--- src/rtl/seg7_scan_ctrl.sv ---
`default_nettype none
// ============================================================================
// Module   : seg7_scan_ctrl
// Brief    : Time-multiplexed scan controller for an NDIG-digit common-anode
//            seven-segment display. Holds a hex value and a decimal-point
//            bit per digit, scans digits round-robin with an optional
//            anti-ghosting blank phase, and drives active-low pins.
// Options  : SEG7_LEADING_ZERO_BLANK_EN - when defined, leading zero digits
//            (any digit k>0 whose value and all higher digits are 0) are
//            shown dark; their decimal point still lights if set.
// Revision : 1.0 - initial release
// ============================================================================
module seg7_scan_ctrl #(
    parameter int AW       = 2,
    parameter int PRESCALE = 50000,
    parameter int BLANK    = 16
) (
    input  logic              clk,
    input  logic              rst,
    input  logic              en,
    input  logic              wr_en,
    input  logic [AW-1:0]     wr_addr,
    input  logic [3:0]        wr_data,
    input  logic              wr_dp,
    output logic [6:0]        seg,
    output logic              dp,
    output logic [2**AW-1:0]  an,
    output logic [AW-1:0]     digit_idx,
    output logic              frame_tick
);

    // ------------------------------------------------------------------------
    // Constants
    // ------------------------------------------------------------------------
    localparam int c_ndig  = 2**AW;
    localparam int c_cnt_w = (PRESCALE > 1) ? $clog2(PRESCALE) : 1;

    // Last count of a slot, and last count of the blank phase. The blank
    // constant is unused when BLANK=0 because the blank state is skipped.
    localparam logic [c_cnt_w-1:0] c_cnt_last   = c_cnt_w'(PRESCALE - 1);
    localparam logic [c_cnt_w-1:0] c_blank_last = (BLANK > 0) ? c_cnt_w'(BLANK - 1) : '0;
    localparam logic               c_blank_en   = (BLANK > 0);
    localparam logic [AW-1:0]      c_idx_last   = '1;

    // Scan state encoding
    localparam logic [1:0] c_st_idle  = 2'd0;
    localparam logic [1:0] c_st_blank = 2'd1;
    localparam logic [1:0] c_st_show  = 2'd2;

    // ------------------------------------------------------------------------
    // Hex to active-low segment pattern, bit 6 = a ... bit 0 = g
    // ------------------------------------------------------------------------
    function automatic logic [6:0] f_decode(input logic [3:0] val);
        logic [6:0] pat;
        case (val)
            4'h0:    pat = 7'b0000001;
            4'h1:    pat = 7'b1001111;
            4'h2:    pat = 7'b0010010;
            4'h3:    pat = 7'b0000110;
            4'h4:    pat = 7'b1001100;
            4'h5:    pat = 7'b0100100;
            4'h6:    pat = 7'b0100000;
            4'h7:    pat = 7'b0001111;
            4'h8:    pat = 7'b0000000;
            4'h9:    pat = 7'b0000100;
            4'hA:    pat = 7'b0001000;
            4'hB:    pat = 7'b1100000;
            4'hC:    pat = 7'b0110001;
            4'hD:    pat = 7'b1000010;
            4'hE:    pat = 7'b0110000;
            default: pat = 7'b0111000;
        endcase
        return pat;
    endfunction

    // ------------------------------------------------------------------------
    // Signals
    // ------------------------------------------------------------------------
    logic [3:0]         r_digit [c_ndig];
    logic [c_ndig-1:0]  r_dp_reg;

    logic [1:0]         r_state;
    logic [c_cnt_w-1:0] r_cnt;
    logic [AW-1:0]      r_idx;

    logic [1:0]         w_state_nxt;
    logic [c_cnt_w-1:0] w_cnt_nxt;
    logic [AW-1:0]      w_idx_nxt;

    logic [c_ndig-1:0]  w_onehot;
    logic               w_suppress;

    logic [6:0]         w_seg_nxt;
    logic               w_dp_nxt;
    logic [c_ndig-1:0]  w_an_nxt;
    logic               w_tick_nxt;

    // ------------------------------------------------------------------------
    // Digit register file: writes accepted every cycle, reset wins over write
    // ------------------------------------------------------------------------
    always_ff @(posedge clk) begin
        if (rst) begin
            for (int k = 0; k < c_ndig; k++) begin
                r_digit[k] <= 4'd0;
            end
            r_dp_reg <= '0;
        end else if (wr_en) begin
            r_digit[wr_addr]  <= wr_data;
            r_dp_reg[wr_addr] <= wr_dp;
        end
    end

    // ------------------------------------------------------------------------
    // Scan state register
    // ------------------------------------------------------------------------
    always_ff @(posedge clk) begin
        if (rst) begin
            r_state <= c_st_idle;
            r_cnt   <= '0;
            r_idx   <= '0;
        end else begin
            r_state <= w_state_nxt;
            r_cnt   <= w_cnt_nxt;
            r_idx   <= w_idx_nxt;
        end
    end

    // ------------------------------------------------------------------------
    // Scan next-state: the slot counter runs straight through the blank and
    // show phases so a slot is always exactly PRESCALE cycles long
    // ------------------------------------------------------------------------
    always_comb begin
        w_state_nxt = r_state;
        w_cnt_nxt   = r_cnt;
        w_idx_nxt   = r_idx;
        if (!en) begin
            w_state_nxt = c_st_idle;
            w_cnt_nxt   = '0;
            w_idx_nxt   = '0;
        end else begin
            case (r_state)
                c_st_idle: begin
                    w_cnt_nxt   = '0;
                    w_idx_nxt   = '0;
                    w_state_nxt = c_blank_en ? c_st_blank : c_st_show;
                end
                c_st_blank: begin
                    w_cnt_nxt = r_cnt + 1'b1;
                    if (r_cnt == c_blank_last) begin
                        w_state_nxt = c_st_show;
                    end
                end
                c_st_show: begin
                    if (r_cnt == c_cnt_last) begin
                        w_cnt_nxt   = '0;
                        w_idx_nxt   = r_idx + 1'b1;
                        w_state_nxt = c_blank_en ? c_st_blank : c_st_show;
                    end else begin
                        w_cnt_nxt = r_cnt + 1'b1;
                    end
                end
                default: begin
                    w_state_nxt = c_st_idle;
                    w_cnt_nxt   = '0;
                    w_idx_nxt   = '0;
                end
            endcase
        end
    end

    // Anode select for the current slot (active-high here, inverted on output)
    assign w_onehot = {{(c_ndig-1){1'b0}}, 1'b1} << r_idx;

`ifdef SEG7_LEADING_ZERO_BLANK_EN
    logic [c_ndig-1:0] w_lz;

    // Leading-zero flags: digit k is a leading zero when it and every
    // more-significant digit hold 0
    always_comb begin
        logic v_acc;
        v_acc = 1'b1;
        w_lz  = '0;
        for (int k = c_ndig - 1; k >= 0; k--) begin
            v_acc   = v_acc && (r_digit[k] == 4'd0);
            w_lz[k] = v_acc;
        end
    end

    // Digit 0 always shows, so a value of zero still reads as "0"
    assign w_suppress = (r_idx != '0) && w_lz[r_idx];
`else
    assign w_suppress = 1'b0;
`endif

    // ------------------------------------------------------------------------
    // Pin values for the next cycle; dropping en darkens the pins at once
    // ------------------------------------------------------------------------
    always_comb begin
        w_seg_nxt  = 7'b1111111;
        w_dp_nxt   = 1'b1;
        w_an_nxt   = '1;
        w_tick_nxt = 1'b0;
        if (en && (r_state == c_st_show)) begin
            w_dp_nxt = ~r_dp_reg[r_idx];
            if (w_suppress) begin
                // Segments stay dark; the anode only turns on to light the point
                if (r_dp_reg[r_idx]) begin
                    w_an_nxt = ~w_onehot;
                end
            end else begin
                w_an_nxt  = ~w_onehot;
                w_seg_nxt = f_decode(r_digit[r_idx]);
            end
            w_tick_nxt = (r_idx == c_idx_last) && (r_cnt == c_cnt_last);
        end
    end

    // ------------------------------------------------------------------------
    // Output registers
    // ------------------------------------------------------------------------
    always_ff @(posedge clk) begin
        if (rst) begin
            seg        <= 7'b1111111;
            dp         <= 1'b1;
            an         <= '1;
            digit_idx  <= '0;
            frame_tick <= 1'b0;
        end else begin
            seg        <= w_seg_nxt;
            dp         <= w_dp_nxt;
            an         <= w_an_nxt;
            digit_idx  <= r_idx;
            frame_tick <= w_tick_nxt;
        end
    end

endmodule
`default_nettype wire

--- config.mk ---
export PLATFORM = sky130hd
export DESIGN_NAME = seg7_scan_ctrl
export DESIGN_NICKNAME = d
export VERILOG_FILES = /design/src/rtl/seg7_scan_ctrl.sv
export SDC_FILE = /design/constraint.sdc
export NUM_CORES = 1
export LEC_CHECK = 0
export CORE_ASPECT_RATIO = 1.75
export CORE_MARGIN = 4
export CORE_UTILIZATION = 65
export CTS_CLUSTER_SIZE = 40
export DETAILED_ROUTE_END_ITERATION = 8
export DONT_BUFFER_PORTS = 1
export GPL_TIMING_DRIVEN = 0
export PLACE_DENSITY = 0.81
export SYNTH_ARGS = -nofsm -noshare
export SYNTH_HDL_FRONTEND = slang
export SYNTH_SLANG_ARGS = --single-unit
--- constraint.sdc ---
create_clock -name clk -period 2.9 [get_ports clk]
set_input_delay 0.58 -clock clk [delete_from_list [all_inputs] [get_ports clk]]
set_output_delay 0.58 -clock clk [all_outputs]
set_load 0.1 [all_outputs]
# Yosys cells after proc, flatten, opt, wreduce, memory -nomap -nowiden
# Memories as Yosys holds them, arrays and structs flattened. A register that Yosys moved wholly into a read port is not among the register bits.
# Cells that the tools add are included.
# classes
addsub	2
n_lt_le_gt_ge	3
n_eq_ne	7
n_shift	1
n_mux	22
bitwise_logic	5
reduce_logical	9
# op_table
op	n
case mux 16 bit (2 select lines)	1
adder 16 x 1 -> 16 bit (second input constant)	1
== test 16 bit (second input constant)	1
== test 16 x 4 -> 1 bit (second input constant)	1
2-to-1 mux 16 bit	1
2-to-1 mux 2 bit	6
2-to-1 mux 1 bit	8
< comparator 2 x 3 -> 1 bit (second input constant)	2
case mux 2 bit (3 select lines)	1
bitwise mux 4 bit	1
== test 2 bit (second input constant)	2
2-to-1 mux 4 bit	1
!= test 2 bit (second input constant)	2
inverter 1 bit	4
inverter 4 bit	1
case mux 2 bit (2 select lines)	1
AND reduction 2 bit	2
OR reduction 2 bit	2
OR reduction 4 bit	1
<< shifter 1 x 2 -> 4 bit (first input constant)	1
logical AND 1 bit	3
adder 2 x 1 -> 2 bit (second input constant)	1
binary-select mux 1 bit (select 2 bit)	1
demux 1 bit (select 2 bit)	1
other kinds (3)	3
# totals
register_bits	32
ram_bits	16
mem_bits_ro	112
input_bits	11
output_inout_bits	15
wordCells	59
n_memories	2
# memory_table
memory	words	word_bits	read_ports	rd_ports_with_merged_regs	wr	line_no	rtl
(name not given)	16	7	1	1	0	55	case (val)
r_digit	4	4	1	1	4	79	logic [3:0] r_digit [c_ndig];

# Logic depth before layout (Yosys ltp)
# depth
depth_word	5
ltp_mapped	7
ltp_nobuf	6

# Worst setup path before layout
# OpenSTA, ideal clock, no wires.
# synth_path
kind	register -> register
start	reg (tool-made name)
end	reg seg[1]
setup_time_ns	0.122
arrival_time_ns	1.752
required_ns	2.778
path_slack_ns	1.026
stages_incl_launch_ff	6
path_buffers	0
period_less_slack_ns	1.874
path_cell_list	dfxtp_1 mux4_1 ha_1 nand2_2 o21ai_1 a221o_1
# synth_rtl
element	line_no	rtl
end, declared	25	output logic [6:0] seg,

# Worst setup path after layout
# layout_path
start	reg r_cnt[0]
end	reg r_cnt[10]
# layout_via
elab_chain_len	3
elab_cells_between_ends	4
classes_between	add/sub (1); eq/ne (1); mux (2)
# layout_rtl
element	line_no	rtl
start, declared	83	logic [c_cnt_w-1:0] r_cnt;
start signal, assigned	123	r_cnt <= w_cnt_nxt;
adder 16 x 1 -> 16 bit / == test 16 bit (equally long branches)	148, 159, 154	
2-to-1 mux 16 bit	154	if (r_cnt == c_cnt_last) begin
case mux 16 bit (2 select lines) (*)	141	case (r_state)
# Mark *: on every way between the ends. The rest lies on a longest branch, timed or not.
# A chain may end at the register's enable or synchronous reset.

==> summary.txt <==
Worst setup path
  – CP Class: reg2reg
  – CP max stage cell: a21oi_4
  – R2r setup slk: 0.83 ns
  – Worst r2r src: r_cnt[0]
  – CP Buf/Inv Count: 2
  – Crit end category: flop
  – Req. time, crit path: 3.09 ns
  – Type of origin of the critical path: flop
  – Top Family by Delay on Critical Path: simple AND/OR/NAND/NOR gates
  – Max FO, Critical Path: 10
  – WP data arrival: 2.26 ns
  – Worst-case reg-to-reg path depth: 7
  – Worst path max stage delay: 0.40 ns
  – Critical path, cell by cell: ha_1, and3_1, buf_2, nand4_2, a21oi_4, buf_4, nor3_1
  – Reg2reg end: r_cnt[10]

Clock tree
  – Clock Latency Late Sink: 0.33 ns
  – Post-CTS Setup Bufs: 0
  – Clk sinks: 57
  – Cts bufs inserted: 9
  – CTS tree: built
  – Post-CTS Resized: 0
  – Quantity of hold-fixing buffers added after cts: 0
  – CTS Buffer Depth: 2
  – Worst-path clk slew: 0.06 ns
  – Root Driver: clkbuf_8
  – H-tree Lvls: 3

Finish
  – Final core utilization: 0.748
  – Layout Cells excl Fill: 316
  – Biggest regs: r_cnt: 16 flops, r_digit: 16 flops, seg: 7 flops
  – Commonest cells after routing, fill and taps aside: dfxtp_1, nor2_1, nand2_1, nor3_1, edfxtp_1
  – Nets: 289
  – Antenna Cells: 0
  – Commonest non-fill, non-tap cell in the layout: dfxtp_1
  – Share of layout cells above drive strength 1: 0.119
  – Area Growth Syn to Fin: 10.1%

Timing
  – Max_slew headroom: 0.367
  – Final setup violation count: 0
  – Setup TNS: 0 ns
  – Slew at the pin closest to its max-slew limit: 0.949 ns
  – Final setup skew: 0.00788 ns
  – Fin crit share: 0.713
  – Period minus WS final: 2.07 ns
  – Final hold vios: 0
  – FMAX: 483 MHz
  – Max Transition Viols Final: 0
  – RSZ-0062 raised after global routing: false

Die
  – Die W: 56.3 um
  – Starting Density: 0.679
  – Core ar.: 3900 um^2
  – Die ar.: 5210 um^2
  – Die Y: 92.5 um
  – Ports: 26
  – Row count: 30

Run status
  – Status: finished, final reports clean

Hold path
  – Hold Crit Start: rst
  – Hold Path Depth: 1
  – Hold Path Sink: r_state[1]
  – Worst hold path type: in2reg

Global route
  – Global Route Usage Sum: 0.229
  – Via count of the first global-routing pass: 1896
  – Largest net degree at the start of global routing: 11
  – Global-route wire length before repair: 8890 um
  – Antenna violations before repair: 0
  – GR Overflow Total: 0

Logic synthesis
  – Net count after synthesis: 278
  – Post-synth EDFFs: 16
  – Sequential share of the synthesized area: 0.491
  – Yosys cell types: 48
  – Post-Syn Area: 2650 um^2
  – Ys flop type: dfxtp_1
  – Flops & latches, synth: 57
  – Yosys warnings: 0
  – Synth Instances: 252
  – Mean Syn Cell Area: 10.5 um^2
  – Async set or reset register ratio after synthesis: 0

Placement
  – Gp weighted congestion: 0.790
  – Cell count after placement: 300
  – Port-buffer cells: 0
  – Final HPWL DP: 3920 um

Route
  – First drt pass iteration count: 4
  – 1st-iter DRT viols: 75
  – Via-to-Cell Ratio: 5.97
  – Drt drc: 0
  – Wire length per cell: 17.4 um
  – Final wirelength: 5500 um
  – Vias: 1886
  – Remaining antenna violation count: 0

Power and ir drop
  – Static Leak: 1.11 nW
  – Total Power: 1.71 mW
  – PwrDens: 584 nW/um^2
  – Peak VDD IR: 0.000519 V

Run
  – MaxCap Viol Count: 0
## synthesized netlist by cell type, drive strengths merged (2+ instances only)
library cell / instances / area share
nand3: 13 / 0.025
nor4: 4 / 0.012
nor2b: 2 / 0.0047
inv: 14 / 0.020
clkbuf: 7 / 0.0099
nor3: 19 / 0.036
nand2b: 8 / 0.019
or2: 3 / 0.0071
a21oi: 2 / 0.0080
xor2: 6 / 0.020
nor2: 20 / 0.028
buf: 5 / 0.015
o21ai: 4 / 0.0075
and4: 2 / 0.0066
mux4: 5 / 0.045
a221o: 2 / 0.0075
xnor2: 6 / 0.020
o211ai: 2 / 0.0057
and3: 4 / 0.0094
nor3b: 2 / 0.0057
and2: 2 / 0.0057
nand2: 20 / 0.029
nand4: 7 / 0.019
mux2i: 8 / 0.030
ha: 15 / 0.071
edfxtp: 16 / 0.18
dfxtp: 41 / 0.31
a21o: 2 / 0.0057
a211oi: 2 / 0.0057
## through the flow
stage,instance area (um^2),hold WS [ns],setup WS (ns)
floorplan,2650,0.455,1.03
global placement,2710,0.472,0.871
detailed placement,2710,0.480,0.848
CTS,2920,0.296,0.832
global route,2920,0.303,0.735
finish,2920,0.310,0.832
## worst max-delay path by stage
stage,to,start,cells past startpoint
5_1_grt,seg[3],flop,5
2_1_floorplan,seg[1],flop,5
3_3_place_gp,seg[1],flop,5
3_5_place_dp,seg[3],flop,5
4_1_cts,seg[3],flop,5
6_report,r_cnt[10],r_cnt[0],7
## power breakdown
part           switching, mW  leakage (nW)  total (mW)  internal [mW]
Combinational         0.0596         0.519      0.0984         0.0388
Sequential           0.00768         0.489       0.847          0.840
Clock                  0.293         0.107       0.760          0.466
Total                  0.361          1.11        1.71           1.34
## routing by layer
| layer | vias to the layer above | track usage | share of wire |
|---|---|---|---|
| met5 | - | 0 | 0 |
| met4 | 0 | 0.166 | 0.041 |
| met2 | 73 | 0.440 | 0.57 |
| met1 | 886 | 0.206 | 0.35 |
| li1 | 908 | - | - |
| met3 | 19 | 0.0363 | 0.038 |
## final cells by class
type | count | area (um^2)
flip-flops and latches | 57 | 1300
multi-input cells | 169 | 1230
fillers | 278 | 983
clock buffers | 14 | 173
plain buffers | 12 | 66.3
well taps | 48 | 60.1
inverters | 14 | 52.6
clock inverters | 2 | 35.0
## cell families (layout without fill, tap and decap cells)
kind of cell | Yosys count | count (layout) | share of synthesized area
xor gates and xnor gates | 12 | 12 | 0.0396
AOI/OAI and AO/OA | 19 | 19 | 0.0575
and+or+nand+nor | 110 | 110 | 0.221
muxes | 13 | 13 | 0.0755
adders and majority gates | 15 | 15 | 0.0708
buffers and inverters | 26 | 42 | 0.0448
DFF | 57 | 57 | 0.491
(Power assumes the default switching activity.)
